==> config.mk <==
export PLATFORM = sky130hd
export DESIGN_NAME = uart_cmd_dispatch
export DESIGN_NICKNAME = d
export VERILOG_FILES = /design/src/rtl/uart_cmd_pkg.sv /design/src/rtl/uart_resp_tx.sv /design/src/rtl/uart_cmd_dispatch.sv
export SDC_FILE = /design/constraint.sdc
export NUM_CORES = 1
export LEC_CHECK = 0
export ABC_AREA = 1
export BUFFER_PORTS_ARGS = -buffer_cell sky130_fd_sc_hd__buf_2
export CORE_UTILIZATION = 60
export DETAILED_ROUTE_END_ITERATION = 12
export MAX_ROUTING_LAYER = met4
export PLACE_DENSITY = 0.81
export SETUP_SLACK_MARGIN = 0.1
export SLEW_MARGIN = 10
export SYNTH_ARGS = -nofsm -noshare
export SYNTH_HDL_FRONTEND = slang
export SYNTH_SLANG_ARGS = --single-unit
==> constraint.sdc <==
create_clock -name iCLK -period 7.31 [get_ports iCLK]
set_clock_uncertainty 0.1 [all_clocks]
set_input_delay 1.462 -clock iCLK [delete_from_list [all_inputs] [get_ports iCLK]]
set_output_delay 1.462 -clock iCLK [all_outputs]
set_load 0.005 [all_outputs]
==> src/rtl/uart_cmd_pkg.sv <==
// Shared ASCII constants, FSM state encoding and byte helpers for the UART
// command dispatcher.
package uart_cmd_pkg;

  localparam logic [7:0] ASC_COMMA = 8'h2C;
  localparam logic [7:0] ASC_COLON = 8'h3A;
  localparam logic [7:0] ASC_CR    = 8'h0D;
  localparam logic [7:0] ASC_ZERO  = 8'h30;
  localparam logic [7:0] ASC_NINE  = 8'h39;
  localparam logic [7:0] ASC_K     = 8'h4B;
  localparam logic [7:0] ASC_E     = 8'h45;

  typedef enum logic [2:0] {
    ST_IDLE  = 3'd0,
    ST_MODE  = 3'd1,
    ST_COLON = 3'd2,
    ST_ARG   = 3'd3,
    ST_RESP1 = 3'd4,
    ST_RESP2 = 3'd5
  } state_t;

  function automatic logic is_digit(input logic [7:0] b);
    return (b >= ASC_ZERO) && (b <= ASC_NINE);
  endfunction

endpackage

==> src/rtl/uart_resp_tx.sv <==
// Response byte sequencer: launches the status byte, then the trailing CR once
// the UART reports the first byte finished.
module uart_resp_tx
  import uart_cmd_pkg::*;
(
  input  logic       iCLK,
  input  logic       RST_n,
  input  logic       resp_go,
  input  logic [7:0] resp_byte,
  input  logic       in_resp1,
  input  logic       SEND_END,
  output logic       TX_START,
  output logic [7:0] txd
);

  // txd is only reloaded together with TX_START, so it stays stable while the
  // UART is shifting the byte out.
  always_ff @(posedge iCLK or negedge RST_n) begin
    if (!RST_n) begin
      TX_START <= 1'b0;
      txd      <= 8'h00;
    end else begin
      TX_START <= 1'b0;
      if (resp_go) begin
        TX_START <= 1'b1;
        txd      <= resp_byte;
      end else if (in_resp1 && SEND_END) begin
        TX_START <= 1'b1;
        txd      <= ASC_CR;
      end
    end
  end

endmodule

==> src/rtl/uart_cmd_dispatch.sv <==
// Parses ",M:DDD<CR>" command frames from a UART receiver, publishes the
// decoded command and answers with "K<CR>" or "E<CR>".
module uart_cmd_dispatch
  import uart_cmd_pkg::*;
#(
  parameter int TIMEOUT_CYC = 1000000,
  parameter int MAX_MODE    = 7
) (
  input  logic       iCLK,
  input  logic       RST_n,
  input  logic       RECEIVE_END,
  input  logic [7:0] rxd,
  input  logic       SEND_END,
  output logic       TX_START,
  output logic [7:0] txd,
  output logic       cmd_valid,
  output logic [3:0] cmd_mode,
  output logic [9:0] cmd_arg,
  output logic       busy
);

  localparam int TW = (TIMEOUT_CYC > 1) ? $clog2(TIMEOUT_CYC) : 1;
  localparam logic [TW-1:0] TO_LAST  = TW'(TIMEOUT_CYC - 1);
  localparam logic [7:0]    MODE_TOP = ASC_ZERO + 8'(MAX_MODE);

  state_t        state_reg;
  logic [3:0]    mode_reg;
  logic [9:0]    acc_reg;
  logic [1:0]    cnt_reg;
  logic [TW-1:0] to_cnt_reg;
  logic          resp_go_reg;
  logic [7:0]    resp_byte_reg;

  logic [9:0] acc_next;
  assign acc_next = acc_reg * 10'd10 + {6'd0, rxd[3:0]};

  always_ff @(posedge iCLK or negedge RST_n) begin
    if (!RST_n) begin
      state_reg     <= ST_IDLE;
      mode_reg      <= 4'd0;
      acc_reg       <= 10'd0;
      cnt_reg       <= 2'd0;
      to_cnt_reg    <= '0;
      resp_go_reg   <= 1'b0;
      resp_byte_reg <= 8'h00;
      cmd_valid     <= 1'b0;
      cmd_mode      <= 4'd0;
      cmd_arg       <= 10'd0;
    end else begin
      cmd_valid   <= 1'b0;
      resp_go_reg <= 1'b0;
      case (state_reg)
        ST_IDLE: begin
          to_cnt_reg <= '0;
          if (RECEIVE_END && rxd == ASC_COMMA) state_reg <= ST_MODE;
        end
        ST_MODE, ST_COLON, ST_ARG: begin
          // A byte arriving on the expiry cycle wins over the timeout.
          if (RECEIVE_END) begin
            to_cnt_reg <= '0;
            if (rxd == ASC_COMMA) begin
              state_reg <= ST_MODE;
            end else if (state_reg == ST_MODE) begin
              if (is_digit(rxd) && rxd <= MODE_TOP) begin
                mode_reg  <= rxd[3:0];
                state_reg <= ST_COLON;
              end else begin
                state_reg     <= ST_RESP1;
                resp_go_reg   <= 1'b1;
                resp_byte_reg <= ASC_E;
              end
            end else if (state_reg == ST_COLON) begin
              if (rxd == ASC_COLON) begin
                acc_reg   <= 10'd0;
                cnt_reg   <= 2'd0;
                state_reg <= ST_ARG;
              end else begin
                state_reg     <= ST_RESP1;
                resp_go_reg   <= 1'b1;
                resp_byte_reg <= ASC_E;
              end
            end else if (is_digit(rxd) && cnt_reg != 2'd3) begin
              acc_reg <= acc_next;
              cnt_reg <= cnt_reg + 2'd1;
            end else if (rxd == ASC_CR && cnt_reg != 2'd0) begin
              cmd_valid     <= 1'b1;
              cmd_mode      <= mode_reg;
              cmd_arg       <= acc_reg;
              state_reg     <= ST_RESP1;
              resp_go_reg   <= 1'b1;
              resp_byte_reg <= ASC_K;
            end else begin
              state_reg     <= ST_RESP1;
              resp_go_reg   <= 1'b1;
              resp_byte_reg <= ASC_E;
            end
          end else if (to_cnt_reg == TO_LAST) begin
            to_cnt_reg <= '0;
            state_reg  <= ST_IDLE;
          end else begin
            to_cnt_reg <= to_cnt_reg + 1'b1;
          end
        end
        ST_RESP1: begin
          to_cnt_reg <= '0;
          if (SEND_END) state_reg <= ST_RESP2;
        end
        ST_RESP2: begin
          to_cnt_reg <= '0;
          if (SEND_END) state_reg <= ST_IDLE;
        end
        default: state_reg <= ST_IDLE;
      endcase
    end
  end

  assign busy = (state_reg != ST_IDLE);

  uart_resp_tx u_resp_tx (
    .iCLK      (iCLK),
    .RST_n     (RST_n),
    .resp_go   (resp_go_reg),
    .resp_byte (resp_byte_reg),
    .in_resp1  (state_reg == ST_RESP1),
    .SEND_END  (SEND_END),
    .TX_START  (TX_START),
    .txd       (txd)
  );

endmodule

# Word-level counts from Yosys, hierarchy flattened
# Cells that the tools add are included.
[word_totals] regBits=72 out_inout_bits=25 inputBits=12
[op_classes] mux=46 eq_ne=19 n_reduce_logical=19 mul=1 bitwise_logic=4 n_addsub=3 magnitude_cmp=3
[op_table] cell="$mux W8" count=7
[op_table] cell="$mux W20" count=2
[op_table] cell="$pmux W20 S2" count=1
[op_table] cell="$mux W3" count=11
[op_table] cell="$mux W10" count=3
[op_table] cell="$add A20 B1 Y20 const B" count=1
[op_table] cell="$eq A20 B20 Y1 const B" count=1
[op_table] cell="$mux W1" count=17
[op_table] cell="$eq A8 B6 Y1 const B" count=2
[op_table] cell="$le A8 B6 Y1 const B" count=2
[op_table] cell="$pmux W3 S4" count=1
[op_table] cell="$reduce_and A6 Y1" count=2
[op_table] cell="$add A10 B4 Y10" count=1
[op_table] cell="$mul A10 B3 Y9 const B" count=1
[op_table] cell="$ne A2 B2 Y1 const B" count=5
[op_table] cell="$reduce_and A5 Y1" count=2
[op_table] cell="$ne A3 B3 Y1 const B" count=3
[op_table] cell="$eq A8 B4 Y1 const B" count=1
[op_table] cell="$ge A8 B6 Y1 const B" count=1
[op_table] cell="$reduce_bool A2 Y1" count=4
[op_table] cell="$reduce_and A7 Y1" count=1
[op_table] cell="$eq A3 B2 Y1 const B" count=2
[op_table] cell="$eq A3 B3 Y1 const B" count=2
[op_table] cell="$logic_and A1 B1 Y1" count=6
[op_table] cell="10 further kinds" count=16

# Longest topological paths before layout
# Gate-level depths: netlist of the first run.
[logic_depth] ltp_word=9 depth_mapped=12 mapped_depth_nobuf=12

# Hierarchy
# A second synthesis of the first run with hierarchy kept.
[hier_totals] cells_unflattened=488 hier_area_um2=3832.4
[modules_own_cells] mod="uart_cmd_dispatch" instances=1 area_each_um2=3438.3 cells_per_inst=445 seq_area_each_um2=1451.4
[modules_own_cells] mod="uart_resp_tx" instances=1 area_each_um2=394.1 cells_per_inst=43 seq_area_each_um2=225.2

# Least setup slack after synthesis of the first run
# OpenSTA, ideal clock, no wires.
[synth_path] kind="in2reg" start="in rxd[1]" end="reg acc_reg[7]" setup_time_ns=0.116 path_stages=7 t_arrival_ns=2.708 required_ns=7.094 path_slack_ns=4.386 path_cell_list="ha_1 > fa_1 > a21oi_1 > nor2_1 > or2_2 > nand3_1 > nand2_1"
[synth_via] elab_chain_cells=5 word_cells_on_any_way=13 cone_classes="add/sub (1); order compare (2); eq/ne (3); mux (2); bitwise (1); reduce/logical (4)"
[synth_lines] item="from (decl)" line="uart_cmd_dispatch.sv:12" rtl="input logic [7:0] rxd,"
[synth_lines] item="$ge A8 B6 Y1 / $le A8 B6 Y1 (equally long branches)" line="uart_cmd_pkg.sv:23" rtl="return (b >= ASC_ZERO) && (b <= ASC_NINE);"
[synth_lines] item="$logic_and A1 B1 Y1" line="uart_cmd_pkg.sv:23"
[synth_lines] item="$logic_and A1 B1 Y1" line="uart_cmd_dispatch.sv:82" rtl="end else if (is_digit(rxd) && cnt_reg != 2'd3) begin"
[synth_lines] item="$reduce_bool A2 Y1 (no source line)"
[synth_lines] item="$reduce_and A6 Y1 (no source line)"
[synth_lines] item="to (signal assigned)" line="uart_cmd_dispatch.sv:83" rtl="acc_reg <= acc_next;"
[synth_lines] item="to (decl)" line="uart_cmd_dispatch.sv:28" rtl="logic [9:0] acc_reg;"
# Several ways; a longest one is shown, not always the timed one. The select of a mux whose other input is x is not followed.
# A chain may end at the register's enable or synchronous reset.

# Worst setup path in the final report of the first run
[layout_path] start="reg state_reg[1]" end="out busy"
[layout_via] elab_chain_cells=1
[layout_lines] item="from (decl)" line="uart_cmd_dispatch.sv:26" rtl="state_t state_reg;"
[layout_lines] item="from (signal assigned)" line="uart_cmd_dispatch.sv:39" rtl="state_reg <= ST_IDLE;"
[layout_lines] item="from (signal assigned)" line="uart_cmd_dispatch.sv:55" rtl="if (RECEIVE_END && rxd == ASC_COMMA) state_reg <= ST_MODE;"
[layout_lines] item="from (signal assigned)" line="uart_cmd_dispatch.sv:62" rtl="state_reg <= ST_MODE;"
[layout_lines] item="$reduce_bool A3 Y1" line="uart_cmd_dispatch.sv:117" rtl="assign busy = (state_reg != ST_IDLE);"
[layout_lines] item="to (decl)" line="uart_cmd_dispatch.sv:19" rtl="output logic busy"
# No other way between the ends.

==> impl_metrics.toml, run 1 <==
[floorplan]
die_w_um = 80.7
fp-row-count = 28
die_y_um = 80.7
die-area_um2 = 6520
initial_core_util_pct = 62.5
core_um2 = 5960
io_pins = 37

[clock_network]
htreeDepth = 3
ctsResizeCount = 0
cts_root_buf = "clkbuf_8"
path_clk_slew_ns = 0.07
cts_setup_buffers = 0
cts_sinks = 64
clkLatencyLatePin_ns = 0.34
cts-buffers-inserted = 9
postCtsHoldBufs = 0
cts_tree = "yes"
clockBufferDepth = 2

[cells_and_area]
layout.nets = 561
layout_commonest_cell = "nand2_1"
nFillCells = 498
n_antenna_cell = 0
drive_gt1_share_pct = 14.0
largest_reg_flops = 20
area_growth_pct = 11.8
final_cell_mix = "168 x nand2_1, 64 x dfrtp_1, 51 x inv_1"
final_core_util_pct = 69.8
final_area_um2 = 4160

[power]
p_per_area_nw_per_um2 = 272
total_power_mw = 1.13
clkPwrFrac_pct = 32.4
ir_worst_vdd_uv = 191
p_int_mw = 0.744
p_comb_share_pct = 28.2
swShare_pct = 34.3
power_switching_mw = 0.388
p_leak_nw = 2.25
p_seq_share_pct = 39.3

[hold_path]
min-delay-start = "cmd_arg[5]$_DFFE_PN0P_"
hold_class = "reg2reg"

[sta]
layout_min_cycle_time_ns = 2.83
grt_setup_unrepaired = "no"
clock.fmax_mhz = 353
period_share_pct = 38.8
hold_viol = 0
max_slew_margin_pct = 47.4
worst_slew_pin_slew_ns = 0.789
tns_ns = 0
final-setup-viol-count = 0
drv_slew = 0

[logic_synthesis]
synth_top_area_share_pct = 43.1
synth_top_area_cell = "dfrtp_1"
ys_seq_area_share_pct = 43.1
synthCells = 492
synth-edff-count = 0
ys.flop_type = "dfrtp_1"
async_flop_share_pct = 100
yosys_warnings = 0
synthTopCellsByArea = "dfrtp_1 43%, nand2_1 17%, nand3_1 5.9%"
syn_area_per_cell_um2 = 7.56
ys_seq_elements = 64
synth_cell_types = 36
synth_area_um2 = 3720

[placement]
detailed_place_hpwl_um = 5780
dpl_cell_area_um2 = 3920
port_buffers = 33
gp_congestion = 0.877

[global_route]
grtUsageTotal_pct = 28.5
grt_pass1_vias = 3064
grt_pass1_wl_um = 13800
globalRouteOverflowTotal = 0
grt_max_degree = 65
antenna_found_initial = 0

[setup_path]
crit_fanout = 4
endpoint_kind = "output pin"
startpoint = "state_reg[1]$_DFFE_PN0P_"
timing.rr.start = "acc_reg[1]$_DFFE_PN0P_"
path_class = "reg2out"
crit_arrival_ns = 1.27
startpoint_type = "flip-flop"
worstPathRequired_ns = 5.75

[drt]
first_iter_violations = 197
vias_per_cell = 5.44
remaining_drc_errors = 0
routedWlPerCell_um = 13.3
routed_wl_um = 8140
vias = 3321
dr.pass1.iters = 4
postRouteAntennaNets = 0

[job]
maxCapViolCount = 0

[run_status]
outcome = "finished clean"
## area by class of cell
class | instances | area [um^2] | area share, %
Tap cell | 75 | 93.8 | 2.26
Sequential cell | 64 | 1600 | 38.5
Inverter | 62 | 233 | 5.60
Multi-Input combinational cell | 359 | 1820 | 43.8
Timing Repair Buffer | 34 | 173 | 4.15
Clock inverter | 6 | 108 | 2.59
Clock buffer | 10 | 128 | 3.07
## Yosys cell counts (3+ instances only)
master   count
or2_2        3
nand2_1    168
xor2_1       5
nand4_1      5
nor3_1       6
a21oi_1      7
inv_2       11
ha_1        17
buf_6        3
buf_4        3
nand3_1     44
o22ai_1      4
nor2_1      43
dfrtp_1     64
nand2_2      4
o21ai_0     20
inv_1       51
o21ai_1     10
## power groups by stage
stage | clock, mW | combinational [mW] | sequential, mW
5_1_grt | 0.379 | 0.367 | 0.452
2_1_floorplan | 0 | 0.239 | 0.441
3_3_place_gp | 0 | 0.298 | 0.450
4_1_cts | 0.369 | 0.320 | 0.445
6_report | 0.367 | 0.320 | 0.445
3_5_place_dp | 0 | 0.314 | 0.451
## metal layers
metal / track usage [%] / wire (um) / up-vias
met5: - / 0 / -
met4: 13.0 / 170 / 0
met3: 4.49 / 353 / 17
met2: 45.5 / 3920 / 85
met1: 35.8 / 3690 / 1581
li1: - / - / 1638
## worst max-delay path, stage by stage, from the launching register on
cell,delay [ns]
dfrtp_1,0.43
inv_2,0.11
nand2_2,0.09
nor2_1,0.14
inv_1,0.05
buf_2,0.12
## worst paths after layout
check | end | slack [ns] | cells after the start
worst min register to register | cmd_arg[5]$_DFFE_PN0P_ | 0.38 | 2
worst max register to register | acc_reg[9]$_DFFE_PN0P_ | 4.73 | 12
worst min-delay path | cmd_arg[5]$_DFFE_PN0P_ | 0.38 | 2
worst max-delay path | busy | 4.48 | 5
min in group asynchronous | cmd_arg[3]$_DFFE_PN0P_ | 1.18 | 2
max in group asynchronous | acc_reg[2]$_DFFE_PN0P_ | 5.41 | 2
## kinds of logic after synthesis
group / synth area share, %
xor gates and xnor gates: 1.65
and+or+nand+nor: 33.5
other: 0.101
AOI/OAI and AO/OA: 6.73
buffers and inverters: 8.14
DFF: 43.1
adders and majority gates: 6.79
## stage by stage
step	setup WS [ns]	hold slack, ns	cells
floorplan	4.39	0.336	494
global placement	4.18	0.358	594
detailed placement	4.17	0.360	594
CTS	4.45	0.375	610
global route	4.37	0.398	610
finish	4.48	0.376	610
No activity file was read; power rests on OpenSTA's default activity.
==> run 2, diff against run 1 <==
--- a/config.mk
+++ b/config.mk
@@ -7,10 +7,10 @@
 export LEC_CHECK = 0
 export ABC_AREA = 1
 export BUFFER_PORTS_ARGS = -buffer_cell sky130_fd_sc_hd__buf_2
-export CORE_UTILIZATION = 60
+export CORE_UTILIZATION = 59
 export DETAILED_ROUTE_END_ITERATION = 12
 export MAX_ROUTING_LAYER = met4
-export PLACE_DENSITY = 0.81
+export PLACE_DENSITY = 0.8
 export SETUP_SLACK_MARGIN = 0.1
 export SLEW_MARGIN = 10
 export SYNTH_ARGS = -nofsm -noshare
==> constraint.sdc (replaced) <==
create_clock -name iCLK -period 2.65 [get_ports iCLK]
set_clock_uncertainty 0.1 [all_clocks]
set_input_delay 0.53 -clock iCLK [delete_from_list [all_inputs] [get_ports iCLK]]
set_output_delay 0.53 -clock iCLK [all_outputs]
set_load 0.005 [all_outputs]
==> run 2 against run 1 <==
Net effect:
- die area increased by 1.6%
- first-iteration DRC count increased by 12%
- routed wire length decreased by 5.0%
- register-to-register slack got worse by 4.6 ns
- worst hold slack got worse by 0.12 ns
- via count decreased by 2.2%
- critical endpoint is now acc_reg[7]$_DFFE_PN0P_
- largest cell class unchanged
==> impl_metrics.toml, run 2 (synthesis gave the netlist of run 1 again) <==
[run_status]
outcome = "finished clean"

[power]
p_comb_share_pct = 30.2
p_leak_nw = 2.27
power_switching_mw = 1.08
swShare_pct = 34.6
p_seq_share_pct = 39.0
clkPwrFrac_pct = 30.8
p_int_mw = 2.04
ir_worst_vdd_uv = 481
p_per_area_nw_per_um2 = 742

[placement]
pre_cts_ws_ns = 0.198
gp_congestion = 0.868
port_buffers = 33
detailed_place_hpwl_um = 5580

[sta]
drv_slew = 0
grt_setup_unrepaired = "no"
worst_slew_pin_slew_ns = 0.787
max_slew_margin_pct = 47.5
setup_slack_ns = 0.176
clock.fmax_mhz = 404
hold_viol = 0
period_share_pct = 93.3
layout_min_cycle_time_ns = 2.47
tns_ns = 0
final-setup-viol-count = 0

[cells_and_area]
layout.nets = 566
final_cell_mix = "166 x nand2_1, 64 x dfrtp_1, 51 x inv_1"
n_antenna_cell = 0
register_area_um2 = 1600
multi_input_area_um2 = 1840
area_growth_pct = 13.2
largest_reg_flops = 20
nFillCells = 501
drive_gt1_share_pct = 15.9
layout_commonest_cell = "nand2_1"

[clock_network]
cts_sinks = 64
cts_tree = "yes"
cts-buffers-inserted = 9
clkLatencyLatePin_ns = 0.34
htreeDepth = 3
path_clk_slew_ns = 0.07
clockBufferDepth = 2
cts_root_buf = "clkbuf_8"

[setup_path]
worstPathRequired_ns = 2.78
crit_arrival_ns = 2.61
crit_top_cell = "or2_2"
worst_path_max_delay_cell = "fa_1"
path_class = "reg2reg"
max_stage_delay_ns = 0.44
endpoint_kind = "flip-flop"
cp_cell_sequence = "ha_1, ha_2, fa_1, or2_2, nand3_2, nor2_4, or2_2, nand3_1, nand2_1"
critPathBufInv = 0
startpoint_type = "flip-flop"
path_delay_family = "adder cells"
crit_fanout = 3

[global_route]
grt_pass1_vias = 2953
grt_max_degree = 65
globalRouteOverflowTotal = 0
grt_pass1_wl_um = 12800
grtUsageTotal_pct = 26.4
antenna_found_initial = 0

[drt]
first_iter_violations = 220
dr.pass1.iters = 5
routedWlPerCell_um = 12.6
routed_wl_um = 7730
remaining_drc_errors = 0
vias = 3247
vias_per_cell = 5.28
postRouteAntennaNets = 0

[hold_path]
hold_class = "in2async"

[floorplan]
fp-row-count = 28
initial_core_util_pct = 62.1
core_um2 = 5990
die-area_um2 = 6630
die_y_um = 81.4
die_w_um = 81.4
io_pins = 37

[job]
maxCapViolCount = 0
## run 2: final timing paths
kind / startpoint / end / slack, ns / depth (start not counted)
max in group asynchronous: RST_n / to_cnt_reg[2]$_DFFE_PN0P_ / 1.69 / 2
min in group iCLK: RECEIVE_END / state_reg[1]$_DFFE_PN0P_ / 0.35 / 3
setup reg to reg: acc_reg[3]$_DFFE_PN0P_ / acc_reg[7]$_DFFE_PN0P_ / 0.18 / 9
hold reg to reg: acc_reg[9]$_DFFE_PN0P_ / cmd_arg[9]$_DFFE_PN0P_ / 0.37 / 2
hold / removal: RST_n / cmd_arg[4]$_DFFE_PN0P_ / 0.25 / 2
setup / recovery: acc_reg[3]$_DFFE_PN0P_ / acc_reg[7]$_DFFE_PN0P_ / 0.18 / 9
## run 2: final cells by class
class	count	share of cell area, %
multi-input cells	359	43.8
flip-flops and latches	64	38.0
inverters	62	5.53
repair buffers	39	4.99
clock buffers	11	3.59
well taps	75	2.23
clock inverters	5	1.87
## run 2: timing repair
| action | in CTS | in global routing |
|---|---|---|
| gates resized for setup | 0 | 6 |
| setup buffers | 0 | 3 |
| endpoints found under the hold margin | 0 | 0 |
| endpoints found under the setup margin | 0 | 1 |
| hold buffers | 0 | 0 |
## run 2: per-stage QoR
| stage | instance area [um^2] | utilization [%] | total power [mW] | cells | hold slack (ns) |
|---|---|---|---|---|---|
| floorplan | 3730 | - | 1.88 | 494 | 0.134 |
| global placement | 3940 | 65.7 | 2.07 | 596 | 0.357 |
| detailed placement | 3940 | 65.7 | 2.12 | 596 | 0.361 |
| CTS | 4170 | 69.6 | 3.09 | 612 | 0.278 |
| global route | 4210 | 70.3 | 3.33 | 615 | 0.342 |
| finish | 4210 | 70.3 | 3.13 | 615 | 0.253 |
## run 2: power by group through the flow
| stage | Combinational (mW) | Clock [mW] | Sequential (mW) |
|---|---|---|---|
| 6_report | 0.945 | 0.963 | 1.22 |
| 3_5_place_dp | 0.885 | 0 | 1.24 |
| 2_1_floorplan | 0.660 | 0 | 1.22 |
| 4_1_cts | 0.893 | 0.977 | 1.22 |
| 5_1_grt | 1.08 | 1.02 | 1.23 |
| 3_3_place_gp | 0.843 | 0 | 1.22 |
## run 2: metal layers
layer | vias to the layer above | part of all wire [%] | GRT usage, %
li1 | 1655 | - | -
met1 | 1481 | 46 | 33.7
met2 | 86 | 46 | 40.7
met3 | 25 | 5.4 | 5.62
met4 | 0 | 2.4 | 10.7
met5 | - | 0 | -
==> run 3, diff against run 2 <==
--- a/config.mk
+++ b/config.mk
@@ -6,13 +6,15 @@
 export NUM_CORES = 1
 export LEC_CHECK = 0
 export ABC_AREA = 1
-export BUFFER_PORTS_ARGS = -buffer_cell sky130_fd_sc_hd__buf_2
-export CORE_UTILIZATION = 59
+export BUFFER_PORTS_ARGS = -buffer_cell sky130_fd_sc_hd__buf_4
+export CORE_UTILIZATION = 60
 export DETAILED_ROUTE_END_ITERATION = 12
+export GPL_TIMING_DRIVEN = 0
 export MAX_ROUTING_LAYER = met4
-export PLACE_DENSITY = 0.8
+export PLACE_DENSITY = 0.81
 export SETUP_SLACK_MARGIN = 0.1
 export SLEW_MARGIN = 10
 export SYNTH_ARGS = -nofsm -noshare
 export SYNTH_HDL_FRONTEND = slang
+export SYNTH_HIERARCHICAL = 1
 export SYNTH_SLANG_ARGS = --single-unit
==> run 3 against run 2 <==
Net effect:
- final cell count grew 0.98%
- flip-flop and latch count grew 3
- via count grew 3.5%
- clock-buffer cell count grew 3
- combinational power grew 21%
- die area grew 1.3%
- critical endpoint is now acc_reg[8]$_DFFE_PN0P_
- largest power group unchanged
==> impl_metrics.toml, run 3 <==
[drt]
first_iter_violations = 185
dr.pass1.iters = 5
postRouteAntennaNets = 0
routedWlPerCell_um = 13.1
routed_wl_um = 8110
vias = 3361
remaining_drc_errors = 0
vias_per_cell = 5.41

[logic_synthesis]
syn_area_per_cell_um2 = 7.85
synthTopCellsByCount = "158 x nand2_1, 67 x dfrtp_1, 62 x inv_1"
synth_cell_types = 37
synth-edff-count = 0
ys_seq_area_share_pct = 43.7
async_flop_share_pct = 100
synth_area_um2 = 3830
synth_most_common_cell = "nand2_1"
ys_seq_elements = 67
synthCells = 488
yosys_warnings = 6
synth_top_area_cell = "dfrtp_1"
ys.flop_type = "dfrtp_1"
synthTopCellsByArea = "dfrtp_1 44%, nand2_1 15%, inv_1 6.1%"
synth_top_area_share_pct = 43.7

[sta]
max_slew_margin_pct = 45.1
drv_slew = 0
grt_setup_unrepaired = "yes"
tns_ns = 0
worst_slew_pin_slew_ns = 0.824
final-setup-viol-count = 0
period_share_pct = 94.0
layout_min_cycle_time_ns = 2.49
setup_slack_ns = 0.160
clock.fmax_mhz = 402
hold_viol = 0

[clock_network]
cts_sinks = 67
cts-buffers-inserted = 9
clockBufferDepth = 2
path_clk_slew_ns = 0.07
htreeDepth = 3
cts_tree = "yes"
cts_root_buf = "clkbuf_8"
clkLatencyLatePin_ns = 0.34

[cells_and_area]
final_area_um2 = 4420
final_cells = 621
largest_reg_flops = 20
drive_gt1_share_pct = 16.5
final_cell_mix = "158 x nand2_1, 66 x dfrtp_1, 62 x inv_1"
area_growth_pct = 15.2
n_antenna_cell = 0
layout_commonest_cell = "nand2_1"
layout.nets = 572

[power]
total_power_mw = 3.21
p_leak_nw = 2.29
ir_worst_vdd_uv = 540
p_per_area_nw_per_um2 = 728

[setup_path]
endpoint_kind = "flip-flop"
path_class = "reg2reg"
startpoint_type = "flip-flop"
worstPathRequired_ns = 2.77
crit_arrival_ns = 2.61
reg2reg_depth = 8
crit_fanout = 4

[global_route]
globalRouteOverflowTotal = 0
grtUsageTotal_pct = 27.4
grt_pass1_wl_um = 13500
grt_max_degree = 68
antenna_found_initial = 0
grt_pass1_vias = 3132

[floorplan]
core_um2 = 6030
initial_core_util_pct = 63.6
io_pins = 37
die_y_um = 81.9
die-area_um2 = 6710
fp-row-count = 28
die_w_um = 81.9

[placement]
place_inst = 601
detailed_place_hpwl_um = 5960
dpl_cell_area_um2 = 4200
gp_congestion = 0.897
pre_cts_ws_ns = 0.165
port_buffers = 36

[job]
maxCapViolCount = 0

[run_status]
outcome = "finished clean"

[hold_path]
hold_class = "in2async"
==> run 3: changes by cell type after synthesis, sizes merged, moves of 2 or more <==
cell,delta
inv,+5
xor2,+2
nand2,-11
dfrtp,+3
or2,-2
o22ai,+6
o21ai,+4
nand3,-2
xnor2,+4
nor2,-18
a31oi,+2
nor3,+3
nand4,+4
==> run 3: cells by family (layout without fill, tap and decap cells) <==
group,count (synthesis),in the layout,share of synthesized area (%)
and+or+nand+nor,256,256,29.5
buffers and inverters,76,132,8.13
DFF,67,67,43.7
AOI/OAI and AO/OA,56,56,8.91
adders and majority gates,19,19,6.59
xor gates and xnor gates,13,13,2.97
other,1,3,0.0978
==> run 3: timing repair <==
action | in CTS | in global routing
setup endpoints to repair | 0 | 1
buffers inserted | 0 | 4
hold endpoints to repair | 0 | 0
hold buffers | 0 | 0
gates resized for setup | 0 | 3
==> run 3: worst paths after layout <==
check,startpoint,end,slack (ns)
setup / recovery,acc_reg[1]$_DFFE_PN0P_,acc_reg[8]$_DFFE_PN0P_,0.16
hold / removal,RST_n,cmd_valid$_DFF_PN0_,0.18
setup reg to reg,acc_reg[1]$_DFFE_PN0P_,acc_reg[8]$_DFFE_PN0P_,0.16
hold reg to reg,acc_reg[9]$_DFFE_PN0P_,cmd_arg[9]$_DFFE_PN0P_,0.38
max in group asynchronous,RST_n,acc_reg[1]$_DFFE_PN0P_,1.69
min in group iCLK,acc_reg[9]$_DFFE_PN0P_,cmd_arg[9]$_DFFE_PN0P_,0.38
==> run 3: metrics by stage <==
step | util [%] | hold WS [ns]
detailed placement | 69.8 | 0.365
global route | 73.3 | 0.250
floorplan | - | 0.134
finish | 73.3 | 0.183
global placement | 69.8 | 0.359
CTS | 72.6 | 0.215
==> run 3: cell type report <==
type                    count  area, um^2
clock buffers              14         163
flip-flops and latches     67        1680
clock inverters             2        10.0
inverters                  68         255
multi-input cells         347        1860
repair buffers             40         300
fillers                   472        1610
plain buffers               8        56.3
well taps                  75        93.8
==> run 3: report_power, final <==
part	total [mW]	switching (mW)	leakage [nW]	internal, mW
logic	1.14	0.661	1.30	0.481
registers	1.31	0.130	0.900	1.18
clock network	0.760	0.371	0.0905	0.389
==> run 3: critical path: stages, from the launching register on <==
cell	delay (ns)
dfrtp_2	0.43
ha_1	0.30
ha_1	0.23
fa_1	0.40
xnor2_1	0.45
nor2_1	0.11
nand2_1	0.09
xor2_1	0.18
o21ai_2	0.08
==> run 3: metal layers <==
metal	share of wire, %	global-route usage (%)	up-vias	wire [um]
met5	0	-	-	0
met4	1.3	11.9	0	103
met3	4.5	4.56	12	368
met2	48	43.6	90	3880
met1	46	34.6	1584	3750
li1	-	-	1675	-
